==> config.mk <==
export PLATFORM = sky130hd
export DESIGN_NAME = sc_datamem_io_flat
export DESIGN_NICKNAME = d
export VERILOG_FILES = /design/src/rtl/sc_io_pkg.sv /design/src/rtl/sc_datamem_io_if.sv /design/src/rtl/io_in_sync.sv /design/src/rtl/sc_datamem_io.sv /design/src/flat_wrapper.sv
export SDC_FILE = /design/constraint.sdc
export NUM_CORES = 1
export LEC_CHECK = 0
export BUFFER_PORTS_ARGS = -buffer_cell sky130_fd_sc_hd__buf_2
export CORE_MARGIN = 5
export CORE_UTILIZATION = 61
export CTS_CLUSTER_SIZE = 20
export DETAILED_ROUTE_END_ITERATION = 12
export PLACE_DENSITY_LB_ADDON = 0.08
export SETUP_SLACK_MARGIN = 0.02
export SYNTH_ARGS = -nofsm -noshare
export SYNTH_HDL_FRONTEND = slang
export SYNTH_SLANG_ARGS = --single-unit
==> constraint.sdc <==
create_clock -name clock -period 2.2 [get_ports clock]
set_input_delay 0.11 -clock clock [delete_from_list [all_inputs] [get_ports clock]]
set_output_delay 0.11 -clock clock [all_outputs]
set_load 0.03 [all_outputs]
==> src/rtl/sc_io_pkg.sv <==
// Shared constants for the data-memory / memory-mapped I/O block.
// I/O register word offsets and the maximum port count.
package sc_io_pkg;

  localparam int IO_OFF_IN    = 0;
  localparam int IO_OFF_OUT   = 8;
  localparam int IO_OFF_CHG   = 16;
  localparam int IO_OFF_CYC   = 17;
  localparam int IO_OFF_MASK  = 18;
  localparam int IO_MAX_PORTS = 8;

endpackage

==> src/rtl/sc_datamem_io_if.sv <==
// CPU data-access bus between the core and the data memory / I/O block.
// master = CPU side, slave = memory side.
interface sc_datamem_io_if;

  logic [31:0] addr;
  logic [31:0] datain;
  logic [31:0] dataout;
  logic        we;
  logic        re;

  modport master (
    output addr, datain, we, re,
    input  dataout
  );

  modport slave (
    input  addr, datain, we, re,
    output dataout
  );

endinterface

==> src/rtl/io_in_sync.sv <==
// Two-flop synchroniser for one input port plus change detect.
// chg_o pulses for the cycle after a new synchronised value appears.
module io_in_sync #(
  parameter int W = 5
) (
  input  logic         clock,
  input  logic         resetn,
  input  logic [W-1:0] pin_i,
  output logic [W-1:0] val_o,
  output logic         chg_o
);

  logic [W-1:0] s1_q, s1_d;
  logic [W-1:0] s2_q, s2_d;
  logic [W-1:0] s3_q, s3_d;

  always_comb begin
    s1_d = pin_i;
    s2_d = s1_q;
    s3_d = s2_q;
  end

  always_ff @(posedge clock or negedge resetn) begin
    if (!resetn) begin
      s1_q <= '0;
      s2_q <= '0;
      s3_q <= '0;
    end else begin
      s1_q <= s1_d;
      s2_q <= s2_d;
      s3_q <= s3_d;
    end
  end

  assign val_o = s2_q;
  assign chg_o = (s2_q != s3_q);

endmodule

==> src/rtl/sc_datamem_io.sv <==
// Data RAM plus memory-mapped I/O (inputs, outputs, CHG, CYCLE).
// IO_CHANGE_IRQ_EN adds a MASK register and a registered irq output.
module sc_datamem_io
  import sc_io_pkg::*;
#(
  parameter int MEM_AW = 5,
  parameter int N_IN   = 2,
  parameter int IN_W   = 5,
  parameter int N_OUT  = 3
) (
  input  logic                  clock,
  input  logic                  resetn,
  sc_datamem_io_if.slave        bus,
  input  logic [N_IN*IN_W-1:0]  in_port,
  output logic [N_OUT*32-1:0]   out_port
`ifdef IO_CHANGE_IRQ_EN
  ,
  output logic                  irq
`endif
);

  logic              sel_io;
  logic [MEM_AW-1:0] word;
  logic [4:0]        off;
  logic              io_wr;
  logic              ram_we;

  assign sel_io = bus.addr[MEM_AW+2];
  assign word   = bus.addr[MEM_AW+1:2];
  assign off    = bus.addr[6:2];
  assign io_wr  = bus.we & sel_io;
  assign ram_we = bus.we & ~sel_io;

  logic unused_ok;
  assign unused_ok = ^{bus.addr[31:MEM_AW+3], bus.addr[1:0]};

  logic [IN_W-1:0] in_val [N_IN];
  logic [N_IN-1:0] in_chg;

  for (genvar g = 0; g < N_IN; g++) begin : g_in
    io_in_sync #(.W(IN_W)) u_sync (
      .clock  (clock),
      .resetn (resetn),
      .pin_i  (in_port[g*IN_W +: IN_W]),
      .val_o  (in_val[g]),
      .chg_o  (in_chg[g])
    );
  end

  logic [31:0] ram_q [2**MEM_AW];

  always_ff @(posedge clock) begin
    if (ram_we) ram_q[word] <= bus.datain;
  end

  logic [31:0]     out_q [N_OUT];
  logic [31:0]     out_d [N_OUT];
  logic [N_IN-1:0] chg_q, chg_d, chg_clr;
  logic [31:0]     cyc_q, cyc_d;
`ifdef IO_CHANGE_IRQ_EN
  logic [N_IN-1:0] mask_q, mask_d;
  logic            irq_q, irq_d;
`endif

  always_comb begin
    out_d = out_q;
    for (int k = 0; k < N_OUT; k++) begin
      if (io_wr && off == 5'(IO_OFF_OUT + k)) out_d[k] = bus.datain;
    end
    chg_clr = '0;
    if (sel_io && off == 5'(IO_OFF_CHG)) begin
      if (bus.re) chg_clr = chg_q;
      if (bus.we) chg_clr = chg_clr | bus.datain[N_IN-1:0];
    end
    // a fresh change on the clearing edge survives
    chg_d = (chg_q & ~chg_clr) | in_chg;
    if (io_wr && off == 5'(IO_OFF_CYC)) cyc_d = bus.datain;
    else                                cyc_d = cyc_q + 32'd1;
`ifdef IO_CHANGE_IRQ_EN
    mask_d = mask_q;
    if (io_wr && off == 5'(IO_OFF_MASK)) mask_d = bus.datain[N_IN-1:0];
    irq_d = |(chg_q & mask_q);
`endif
  end

  always_ff @(posedge clock or negedge resetn) begin
    if (!resetn) begin
      for (int k = 0; k < N_OUT; k++) out_q[k] <= '0;
      chg_q <= '0;
      cyc_q <= '0;
`ifdef IO_CHANGE_IRQ_EN
      mask_q <= '0;
      irq_q  <= 1'b0;
`endif
    end else begin
      for (int k = 0; k < N_OUT; k++) out_q[k] <= out_d[k];
      chg_q <= chg_d;
      cyc_q <= cyc_d;
`ifdef IO_CHANGE_IRQ_EN
      mask_q <= mask_d;
      irq_q  <= irq_d;
`endif
    end
  end

  for (genvar g = 0; g < N_OUT; g++) begin : g_out
    assign out_port[g*32 +: 32] = out_q[g];
  end

`ifdef IO_CHANGE_IRQ_EN
  assign irq = irq_q;
`endif

  logic [31:0] rdata;

  always_comb begin
    rdata = '0;
    if (!sel_io) begin
      rdata = ram_q[word];
    end else begin
      for (int k = 0; k < N_IN; k++) begin
        if (off == 5'(IO_OFF_IN + k)) rdata[IN_W-1:0] = in_val[k];
      end
      for (int k = 0; k < N_OUT; k++) begin
        if (off == 5'(IO_OFF_OUT + k)) rdata = out_q[k];
      end
      if (off == 5'(IO_OFF_CHG)) rdata[N_IN-1:0] = chg_q;
      if (off == 5'(IO_OFF_CYC)) rdata = cyc_q;
`ifdef IO_CHANGE_IRQ_EN
      if (off == 5'(IO_OFF_MASK)) rdata[N_IN-1:0] = mask_q;
`endif
    end
  end

  assign bus.dataout = rdata;

endmodule

==> src/flat_wrapper.sv <==
// flat-port wrapper written by rule: the top's interface ports become plain ports
module sc_datamem_io_flat import sc_io_pkg::*;
#(
  parameter int MEM_AW = 5,
  parameter int N_IN   = 2,
  parameter int IN_W   = 5,
  parameter int N_OUT  = 3
)
  (clock, resetn, in_port, out_port, bus_addr, bus_datain, bus_we, bus_re, bus_dataout);
  sc_datamem_io_if bus_i ();
  input  logic clock;
  input  logic resetn;
  input  logic [N_IN*IN_W-1:0] in_port;
  output logic [N_OUT*32-1:0] out_port;
  input wire logic [$bits(bus_i.addr)-1:0] bus_addr;
  input wire logic [$bits(bus_i.datain)-1:0] bus_datain;
  input wire logic [$bits(bus_i.we)-1:0] bus_we;
  input wire logic [$bits(bus_i.re)-1:0] bus_re;
  output wire logic [$bits(bus_i.dataout)-1:0] bus_dataout;
  assign bus_i.addr = bus_addr;
  assign bus_i.datain = bus_datain;
  assign bus_i.we = bus_we;
  assign bus_i.re = bus_re;
  assign bus_dataout = bus_i.dataout;
  sc_datamem_io #(.MEM_AW(MEM_AW), .N_IN(N_IN), .IN_W(IN_W), .N_OUT(N_OUT)) u_core (.clock(clock), .resetn(resetn), .bus(bus_i), .in_port(in_port), .out_port(out_port));
endmodule
==> metrics <==
status complete, but fails checks; violated checks setup timing; synth warn 0; most frequent cell after synthesis edfxtp_1; Clock Latency Late Sink 0.68 ns; unrepaired setup endpoints after global routing true; Detailed Place HPWL 83,100 um; Synth top area share 0.659; gpl congestion 0.889; total track usage 0.327; Area Growth Syn to Fin 21.3%; maximum clock path buffer count 3; hold slack 0.00650 ns; RR Endpoint u_core.cyc_q[28]; ys async rst share 0.135; synthesized area 46,700 um2; initial core utilization 0.614; ys flop type edfxtp_1; Synth Area in Simple Gates 0.0394; Die X ~290 um; final hold vios 0; Tot Pwr 49.8 mW; TritonCTS clock tree built; Synth Area in Compound Gates 0.0469; Yosys reg bits 1,184; post-synth cell types 69; critical path peak fanout 1; Synth Area in Adders 0.000268; multiplexer share of the synthesized area 0.145; Slew Viols, Final 0; Root Buffer clkbuf_16; Starting DRT DRC Count ~3,200; largest family of logic cells by synthesized area multiplexers; I/O pins 206; clk_skew 0.00885 ns; Reg clk slew, reported paths 0.07 ns; Post-Synth XOR/XNOR Area 0.00751; peak supply drop 0.781 mV; Core Area between 70,000 and 80,000 um2; final setup violation count 32; data arrival time of the worst path between 2 and 3 ns; die area between 80,000 and 90,000 um2; share of layout cells above drive strength 1 0.334; Cell Pwr Density 881 nW/um2; Post-synth top cells edfxtp_1 (1,024), mux2i_1 (191), mux4_2 (161); Crit Path Category flip-flop to primary output; Synth Area per Inst 18.6 um2; port bufs 179; crit path capture type primary output; TritonCTS Sinks 1,184; Routed WL per cell ~33 um; Vias/cell 6.64; final net count 3,063; P_leak 20.1 nW; FMAX 373 MHz; global-route wire length before repair 193,000 um; Tightest Pin Transition 0.835 ns; drc violations 0; DR vias 27,300; max_cap viols 0; Die Ht 287 um; Crit path required time 2.09 ns; crit path time final 2.68 ns; Hold WC Path Type primary input to flip-flop; EDFF count, synth 1,024; Row Count 101; sequential-to-total area share from yosys stat 0.745; Antenna Nets Post-Route 0; period utilization 1.22; total congestion overflow 0; share of the core filled with cells 0.745; initial antenna violation count 9; Placed Area 51,700 um2; Post-Route WL between 100,000 and 150,000 um; Hold Crit Depth 3; # H-tree levels 3; Synth Net Count 2,584; Slew HR 0.443; worst min-delay path endpoint u_core.cyc_q[31]; Synth area leaders edfxtp_1 (66%), dfrtp_1 (8.6%), mux4_2 (7.8%), mux2i_1 (4.1%), mux2_2 (1.7%); final worst setup slack -0.481 ns; Worst Hold Launch bus_datain[31]; Final Cell Area 56,600 um2; cells after synthesis approximately 2,500; TritonCTS Buffers 116; Startpoint Class flip-flop; vias in the first global route 27,200; R2R depth 6; drt first pass iters 5; cell taking the most area after synthesis edfxtp_1; largest net degree at the start of global routing 60; FF-to-FF Start u_core.cyc_q[1]; worst reg-to-reg setup slack 0.09 ns
sequential cells by signal, summed over array words and instances, names as in the netlist:
name / count
u_core.cyc_q: 32
u_core.g_in.u_sync.val_o: 10
u_core.g_in.u_sync.s1_q: 10
u_core.ram_q: 1024
u_core.g_in.u_sync.s3_q: 10
u_core.chg_q: 2
u_core.out_port: 96
final cells by class:
class,count,area [um2]
tap,1030,1290
clock buffer,146,3100
antenna,5,12.5
sequential,1184,34800
timing repair buffer,511,4650
inverter,4,15.0
fill,4415,19300
clock inverter,67,716
multi-input combinational,1167,12100
stage by stage:
stage	TNS (ns)	cells	setup slack, ns
2_1_floorplan	-171.00	2505	-0.261
3_3_place_gp	-4.50	3867	-0.324
3_5_place_dp	-4.54	3867	-0.371
4_1_cts	-11.02	4107	-0.480
5_1_grt	-12.84	4111	-0.535
6_report	-10.50	4114	-0.481
worst max path at each step:
stage | startpoint | endpoint | cells after the start
after floorplan | bus_addr[2] | u_core.ram_q[10][0] | 7
after global placement | bus_addr[2] | bus_dataout[29] | 10
after detailed placement | bus_addr[2] | bus_dataout[19] | 9
after CTS | u_core.ram_q[7][19] | bus_dataout[19] | 6
after global routing | u_core.ram_q[4][29] | bus_dataout[29] | 6
final | u_core.ram_q[5][21] | bus_dataout[21] | 6
power by group:
group / internal, mW / total [mW] / leakage, nW / switching (mW)
registers: 25.0 / 25.5 / 11.2 / 0.554
clock network: 11.6 / 19.8 / 1.87 / 8.25
logic: 1.76 / 4.47 / 7.03 / 2.72
total: 38.3 / 49.8 / 20.1 / 11.5
cell families (layout without fill, tap and decap cells):
group,Yosys count,count (layout)
multiplexers,454,454
flip-flops,1184,1184
AND/OR/NAND/NOR,371,371
buffers and inverters,154,728
XOR/XNOR,40,40
adder cells (fa/ha/maj),1,1
other,0,5
AO/OA/AOI/OAI,301,301
worst max-delay path, cell delays in order, from the launching register on:
cell and delay (ns):
edfxtp_1 0.42, mux4_2 0.51, a22o_1 0.28, a221oi_2 0.18, buf_4 0.19, a32oi_2 0.13, buf_6 0.17
per-layer routing:
layer | routed length (um) | part of all wire | GRT usage
met3 | 14600 | 0.11 | 0.0696
met5 | 11 | 0.000082 | 0
met2 | 63300 | 0.47 | 0.507
met4 | 4580 | 0.034 | 0.105
met1 | 51900 | 0.39 | 0.478
cells in the final DEF, fill, tap and decap left out, types with 19 or more instances in the layout:
cell type	count
a21o_1	25
a221oi_2	24
a22o_1	31
a22oi_1	55
buf_12	79
buf_2	144
buf_4	232
buf_6	30
clkbuf_1	22
clkbuf_16	117
clkinv_1	24
clkinv_2	19
dfrtp_1	160
dlygate4sd3_1	24
edfxtp_1	1024
mux2_2	70
mux2_4	21
mux2i_1	190
mux4_2	161
nand2_1	63
nand2b_1	30
nand3_1	45
nor2_1	89
nor2_4	35
nor4_1	30
o21ai_0	33
o22ai_1	63
xnor2_1	22
timing repair:
item | CTS | global route
setup endpoints to repair | 32 | 34
buffers inserted | 4 | 2
hold buffers | 25 | 0
pin swaps | 51 | 18
gates resized for setup | 130 | 17
endpoints found under the hold margin | 310 | 0
Note: power is estimated with default switching activity, not from simulation.
